### src/rtl/seq_mult_pkg.sv
// seq_mult_pkg: FSM encoding and width helper shared by the sequential multiplier
package seq_mult_pkg;
    localparam logic [1:0] S_IDLE = 2'd0;
    localparam logic [1:0] S_CALC = 2'd1;
    localparam logic [1:0] S_DONE = 2'd2;
    function automatic int prod_w(input int w);
        return 2 * w;
    endfunction
endpackage

### src/rtl/seq_mult_if.sv
// seq_mult_if: operand/product valid-ready bundle for the sequential multiplier
interface seq_mult_if #(
    parameter int WIDTH = 4
);
    logic               in_valid;
    logic               in_ready;
    logic [WIDTH-1:0]   a;
    logic [WIDTH-1:0]   b;
    logic               out_valid;
    logic               out_ready;
    logic [2*WIDTH-1:0] product;
    logic               busy;
    modport master (
        output in_valid, a, b, out_ready,
        input  in_ready, out_valid, product, busy
    );
    modport slave (
        input  in_valid, a, b, out_ready,
        output in_ready, out_valid, product, busy
    );
endinterface

### src/rtl/seq_mult_datapath.sv
// seq_mult_datapath: magnitude shift-add accumulator with sign-conditioned product register
module seq_mult_datapath
    import seq_mult_pkg::*;
#(
    parameter int WIDTH  = 4,
    parameter bit SIGNED = 1'b0
) (
    input  logic                         clk,
    input  logic                         reset_n,
    input  logic                         i_load,
    input  logic                         i_step,
    input  logic                         i_finish,
    input  logic [WIDTH-1:0]             i_a,
    input  logic [WIDTH-1:0]             i_b,
    output logic [prod_w(WIDTH)-1:0]     o_product
);
    localparam int PW = prod_w(WIDTH);
    logic [PW-1:0]    r_acc, r_mcand, r_product, w_partial;
    logic [WIDTH-1:0] r_mult, w_abs_a, w_abs_b;
    logic             r_neg;
    // the most-negative operand negates to 2^(WIDTH-1), which still fits unsigned
    assign w_abs_a   = (SIGNED && i_a[WIDTH-1]) ? -i_a : i_a;
    assign w_abs_b   = (SIGNED && i_b[WIDTH-1]) ? -i_b : i_b;
    assign w_partial = r_mult[0] ? r_mcand : '0;
    assign o_product = r_product;
    always_ff @(posedge clk or negedge reset_n) begin
        if (!reset_n) begin
            r_acc     <= '0;
            r_mcand   <= '0;
            r_mult    <= '0;
            r_neg     <= 1'b0;
            r_product <= '0;
        end else if (i_load) begin
            r_acc   <= '0;
            r_mcand <= {{WIDTH{1'b0}}, w_abs_a};
            r_mult  <= w_abs_b;
            r_neg   <= SIGNED && (i_a[WIDTH-1] ^ i_b[WIDTH-1]);
        end else if (i_step) begin
            r_acc   <= r_acc + w_partial;
            r_mcand <= r_mcand << 1;
            r_mult  <= r_mult >> 1;
        end else if (i_finish) begin
            r_product <= r_neg ? -r_acc : r_acc;
        end
    end
endmodule

### src/rtl/seq_multiplier.sv
// seq_multiplier: iterative WIDTH x WIDTH multiplier, FSM and handshakes around the datapath
module seq_multiplier
    import seq_mult_pkg::*;
#(
    parameter int WIDTH  = 4,
    parameter bit SIGNED = 1'b0
) (
    input logic       clk,
    input logic       reset_n,
    seq_mult_if.slave bus
);
    localparam int CNT_W = $clog2(WIDTH + 1);
    logic [1:0]       r_state;
    logic [CNT_W-1:0] r_cnt;
    logic             w_accept, w_step, w_finish;
    // WIDTH add cycles, then one cycle to register the sign-conditioned product
    assign w_accept = (r_state == S_IDLE) && bus.in_valid;
    assign w_finish = (r_state == S_CALC) && (r_cnt == CNT_W'(WIDTH));
    assign w_step   = (r_state == S_CALC) && !w_finish;
    assign bus.in_ready  = (r_state == S_IDLE);
    assign bus.out_valid = (r_state == S_DONE);
    assign bus.busy      = (r_state != S_IDLE);
    always_ff @(posedge clk or negedge reset_n) begin
        if (!reset_n) begin
            r_state <= S_IDLE;
            r_cnt   <= '0;
        end else begin
            r_state <= w_accept ? S_CALC :
                       w_finish ? S_DONE :
                       ((r_state == S_DONE) && bus.out_ready) ? S_IDLE : r_state;
            r_cnt   <= w_accept ? '0 : w_step ? r_cnt + CNT_W'(1) : r_cnt;
        end
    end
    seq_mult_datapath #(
        .WIDTH  (WIDTH),
        .SIGNED (SIGNED)
    ) u_datapath (
        .clk       (clk),
        .reset_n   (reset_n),
        .i_load    (w_accept),
        .i_step    (w_step),
        .i_finish  (w_finish),
        .i_a       (bus.a),
        .i_b       (bus.b),
        .o_product (bus.product)
    );
endmodule

### src/flat_wrapper.sv
// flat-port wrapper written by rule: the top's interface ports become plain ports
module seq_multiplier_flat import seq_mult_pkg::*;
#(
    parameter int WIDTH  = 4,
    parameter bit SIGNED = 1'b0
)
  (clk, reset_n, bus_in_valid, bus_a, bus_b, bus_out_ready, bus_in_ready, bus_out_valid, bus_product, bus_busy);
  seq_mult_if #(.WIDTH(WIDTH)) bus_i ();
  input logic clk;
  input logic reset_n;
  input wire logic [$bits(bus_i.in_valid)-1:0] bus_in_valid;
  input wire logic [$bits(bus_i.a)-1:0] bus_a;
  input wire logic [$bits(bus_i.b)-1:0] bus_b;
  input wire logic [$bits(bus_i.out_ready)-1:0] bus_out_ready;
  output wire logic [$bits(bus_i.in_ready)-1:0] bus_in_ready;
  output wire logic [$bits(bus_i.out_valid)-1:0] bus_out_valid;
  output wire logic [$bits(bus_i.product)-1:0] bus_product;
  output wire logic [$bits(bus_i.busy)-1:0] bus_busy;
  assign bus_i.in_valid = bus_in_valid;
  assign bus_i.a = bus_a;
  assign bus_i.b = bus_b;
  assign bus_i.out_ready = bus_out_ready;
  assign bus_in_ready = bus_i.in_ready;
  assign bus_out_valid = bus_i.out_valid;
  assign bus_product = bus_i.product;
  assign bus_busy = bus_i.busy;
  seq_multiplier #(.WIDTH(WIDTH), .SIGNED(SIGNED)) u_core (.clk(clk), .reset_n(reset_n), .bus(bus_i));
endmodule
### config.mk
export PLATFORM = sky130hd
export DESIGN_NAME = seq_multiplier_flat
export DESIGN_NICKNAME = d
export VERILOG_FILES = /design/src/rtl/seq_mult_pkg.sv /design/src/rtl/seq_mult_if.sv /design/src/rtl/seq_mult_datapath.sv /design/src/rtl/seq_multiplier.sv /design/src/flat_wrapper.sv
export SDC_FILE = /design/constraint.sdc
export NUM_CORES = 1
export LEC_CHECK = 0
export ABC_AREA = 1
export CORE_UTILIZATION = 45
export DETAILED_ROUTE_END_ITERATION = 10
export PLACE_DENSITY = 0.7
export SKIP_CTS_REPAIR_TIMING = 1
export SLEW_MARGIN = 0
export SYNTH_ARGS = -nofsm -noshare
export SYNTH_HDL_FRONTEND = slang
export SYNTH_SLANG_ARGS = --single-unit
export TNS_END_PERCENT = 20
### constraint.sdc
create_clock -name clk -period 2.5 [get_ports clk]
set_clock_uncertainty 0.1 [all_clocks]
set_input_delay 0.5 -clock clk [delete_from_list [all_inputs] [get_ports clk]]
set_output_delay 0.5 -clock clk [all_outputs]
set_load 0.1 [all_outputs]
== Word level (Yosys, flattened, before mapping) ==
Index checks and enable logic that the tools add are counted.
Cells by class
  reductions and logical operators: 10
  equal/unequal tests: 3
  shifts and indexed selects: 0
  magnitude comparators: 0
  multiplexer cells: 12
  $add $sub $neg: 2
  divide/modulo/power cells: 0
  bitwise logic cells: 2
  multipliers: 0
Operators with widths (number)
  $mux 8: 5
  $add 8x8->8: 1
  $mux 4: 2
  $mux 2: 3
  $mux 3: 2
  $logic_and 1x1->1: 4
  $reduce_bool 2->1: 2
  $add 3x1->3 const B: 1
  $eq 3x3->1 const B: 1
  $reduce_and 3->1: 1
  $reduce_bool 3->1: 1
  $eq 2x1->1 const B: 1
  $eq 2x2->1 const B: 1
  $logic_not 2->1: 1
  $not 1->1: 2
  $logic_not 1->1: 1
Storage, ports and cells
  memories kept: 0
  input port bits: 12
  latch bits: 0
  word-level logic and storage cells: 35
  bits in writable memories: 0
  register bits after elaboration: 33
  memory bits (read-only): 0
  output and inout bits: 11

== Depth between registers and ports, before layout ==
  depth after elaboration: 6
  mapped depth: 12
  gate-level depth less buffers: 11

== Hierarchy ==
A second synthesis with hierarchy kept.
Unflattened totals
  cell total of the unflattened synthesis: 221
  area total of the unflattened synthesis: 1838.0 µm²
By module, submodules not included
  seq_mult_datapath: times used 1, cells an instance 181, seq. area each 700.7 µm², area an instance 1539.0 µm²
  seq_multiplier: times used 1, cells an instance 40, seq. area each 125.1 µm², area an instance 299.0 µm²

== Worst setup path after synthesis ==
No wires, ideal clock.
  path type: register -> output
  start point: register u_core.r_state[0]
  end point: output port bus_busy
  slack: -135 ps
  path buffers: 0
  data required time: 1900 ps
  stages on the path, launching flop included: 3
  data arrival time: 2035 ps
  cells stage by stage: dfrtp_1 nor2_2 inv_1
On the way
  word-level cells in the longest chain between the ends: 1
RTL lines
  start, declared: RTL line seq_multiplier.sv:13  | logic [1:0] r_state;
  start signal, assigned: RTL line seq_multiplier.sv:28  | r_state <= w_accept ? S_CALC :
  $reduce_bool 2->1: RTL line seq_multiplier.sv:22  | assign bus.busy = (r_state != S_IDLE);
  end, declared: RTL line flat_wrapper.sv:18  | output wire logic [$bits(bus_i.busy)-1:0] bus_busy;
No other way between the ends.

== Final worst setup path ==
  start point: register u_core.u_datapath.r_mult[0]
  end point: register u_core.u_datapath.r_acc[6]
On the way
  word-level cells in the longest chain between the ends: 4
RTL lines
  start, declared: RTL line seq_mult_datapath.sv:19  | logic [WIDTH-1:0] r_mult, w_abs_a, w_abs_b;
  start signal, assigned: RTL line seq_mult_datapath.sv:36  | r_mult <= w_abs_b;
  start signal, assigned: RTL line seq_mult_datapath.sv:41  | r_mult <= r_mult >> 1;
  $mux 8: RTL line seq_mult_datapath.sv:24  | assign w_partial = r_mult[0] ? r_mcand : '0;
  $add 8x8->8: RTL line seq_mult_datapath.sv:39  | r_acc <= r_acc + w_partial;
  $mux 8: RTL line seq_mult_datapath.sv:38  | end else if (i_step) begin
  $mux 8: RTL line seq_mult_datapath.sv:33  | end else if (i_load) begin
  end signal, assigned: RTL line seq_mult_datapath.sv:39
  end, declared: RTL line seq_mult_datapath.sv:18  | logic [PW-1:0] r_acc, r_mcand, r_product, w_partial;
No other way between the ends. The select of a mux whose other input is x is not followed.
A chain may end at the register's enable or synchronous reset.

==> reports/metrics.csv <==
metric;value;unit
outcome;finished clean;
endpoint class of the critical path;flop;
VDD IR max;0.000369;V
Worst Setup Path Type;reg2reg;
Die Wd;63.9;um
launch instance of the worst register-to-register path;u_core.u_datapath.r_mult[0];
CP Data Arrival Time;1.99;ns
dpl ws;0.567;ns
Int Power;798;uW
worst r2r path cells;10;
synthesized instance count;213;
PwrDens;484;nW/um2
Final Setup Violations;0;
synth-to-layout area growth;19.4;%
startpoint types;flop;
vias per cell;4.75;
Hold Path Sink;u_core.u_datapath.o_product[5];
fin util;56.3;%
Core Area;3660;um2
hold_sp;u_core.u_datapath.o_product[5];
TritonCTS clock tree;yes;
Antenna Cells;0;
Synth Cell Area;1730;um2
total grt overflow;0;
overall die height;63.9;um
Max Freq;0.519;GHz
Net count, final;261;
wire length per cell;11.0;um
Leakage;1.09;nW
CTS sink cnt;33;
R2R Setup Slk;0.57;ns
synthesized flop and latch total;33;
post-route ant nets;0;
Critical R2R Capture;u_core.u_datapath.r_acc[6];
final wirelength;3170;um
CTS clk-pin slew, worst paths;0.06;ns
Root Driver;clkbuf_8;
worst slew pin tran;0.451;ns
layout cells sized above 1;11.7;%
CTS H-tree depth;2;
HPWL Detailed;2330;um
via count;1368;
Hold Crit Class;reg2reg;
Hold Fails Final Rpt;0;
switch share;19.8;%
fin. max-slew vios;0;
combinational power share;2.9;%
Net Switching;197;uW
hold path cells;2;
iteration count of the initial detailed-routing pass;4;
syn_area_per_cell;8.10;um2
sequential power share;53.6;%
Clk network pwr share;43.5;%
DRT iter0 DRCs;68;
first-pass GRT wire length;6040;um
initial core utilization;47.1;%
Setup WS post-layout;0.574;ns
RSZ-0062 raised after global routing;no;
register area;826;um2
total negative slack;0;ns
syn_nets;235;
Max clock buf depth;2;
die area;4090;um2
DRC Markers;0;
antenna violations before repair;0;
area of the multi-input gates;726;um2
largest net degree at the start of global routing;34;
max-cap violations;0;
GP Congestion;0.821;
total global-route track usage;19.2;%
number of global-route vias before repair;1368;
worst-skew pair later-pin latency;0.28;ns
Cell variety after synth;23;
YS warnings;0;
Required @ worst endpoint;2.57;ns
period utilization;77.0;%
# IOs;23;
Site Rows;22;
FILL cells;353;
Seq/Total Area, Yosys;47.9;%
clock period minus worst slack;1.93;ns
Worst Path Max Fanout;10;
slew margin rel.;69.9;%
CTS buffer count;5;
I/O Buffers;22;
-- cell families after synthesis --
group                    Yosys count  synth area share (%)
AND/OR/NAND/NOR                   90                  21.5
buffers and inverters             43                  10.4
AO/OA/AOI/OAI                     35                  11.6
flip-flops                        33                  47.9
adder cells (fa/ha/maj)           10                  7.69
XOR/XNOR                           2                  1.02
-- synth_stat cells, drive strengths merged --
library cell   n  area [um2]
nand2         74         290
inv           38         143
dfrtp         33         826
o21ai         21         105
nand3         12        60.1
ha             9         113
a21oi          5        25.0
buf            4        32.5
nor2           4        20.0
o22ai          4        25.0
o221ai         2        17.5
xnor2          2        17.5
a21boi         1        7.51
clkinv         1        3.75
fa             1        20.0
o211ai         1        7.51
o31ai          1        12.5
-- worst max-delay path, stage by stage, from the launching register on --
cell and delay [ns]:
dfrtp_1 0.48, nand2_1 0.11, inv_1 0.04, ha_1 0.20
fa_1 0.41, nand3_1 0.10, nand2_1 0.07, nand2_1 0.09
nand3_1 0.07, nand3_1 0.09, nand2_1 0.06
-- registers in the layout, summed over array words and instances (netlist names) --
name / cells
u_core.u_datapath.r_acc: 8
u_core.u_datapath.o_product: 8
u_core.r_state: 2
u_core.r_cnt: 3
u_core.u_datapath.r_mcand: 8
u_core.u_datapath.r_mult: 4
-- cell type report --
cell class,instances,share of cell area (%)
Clock buffer,7,4.68
Clock inverter,1,0.243
Inverter,39,7.11
Multi-Input combinational cell,137,35.2
Sequential cell,33,40.1
Tap cell,48,2.92
Timing Repair Buffer,23,9.72
-- power groups by stage --
stage	clock, mW	sequential [mW]	combinational [mW]
3_5_place_dp	0	0.544	0.0295
6_report	0.433	0.534	0.0285
2_1_floorplan	0	0.544	0.00000183
5_1_grt	0.469	0.533	0.0317
4_1_cts	0.441	0.534	0.0296
3_3_place_gp	0	0.544	0.0293
-- metal layers --
layer	vias up	share of wire (%)	GRT usage (%)
li1	724	-	-
met1	612	50	25.7
met2	28	45	31.1
met3	4	3.5	3.39
met4	0	1.7	6.82
met5	-	0	0
-- cell usage in the layout (no fill, tap or decap), drive strengths merged, types with 2 or more instances in the layout --
master	Yosys	layout
a21oi	5	5
buf	4	12
clkbuf	0	7
clkdlybuf4s50	0	11
clkinv	1	2
dfrtp	33	33
ha	9	9
inv	38	38
nand2	74	74
nand3	12	12
nor2	4	4
o21ai	21	21
o221ai	2	2
o22ai	4	4
xnor2	2	2
-- through the flow --
step           std cells  total power [mW]  instance area, um2  hold slack (ns)
2_1_floorplan        213             0.544                1730            0.104
3_3_place_gp         280             0.573                1960            0.366
3_5_place_dp         280             0.573                1960            0.369
4_1_cts              288              1.00                2060            0.387
5_1_grt              288              1.03                2060            0.419
6_report             288             0.996                2060            0.381
-- how the worst max path moves through the flow --
stage                                      from                    endpoint  slack (ns)  cells after the start
floorplan                     u_core.r_state[1]               bus_out_valid        0.18                      2
global placement    u_core.u_datapath.r_mult[0]  u_core.u_datapath.r_acc[6]        0.57                     10
detailed placement  u_core.u_datapath.r_mult[0]  u_core.u_datapath.r_acc[6]        0.57                     10
CTS                 u_core.u_datapath.r_mult[0]  u_core.u_datapath.r_acc[6]        0.55                     10
global route        u_core.u_datapath.r_mult[0]  u_core.u_datapath.r_acc[6]        0.39                     10
finish              u_core.u_datapath.r_mult[0]  u_core.u_datapath.r_acc[6]        0.57                     10
(Power assumes the default switching activity.)
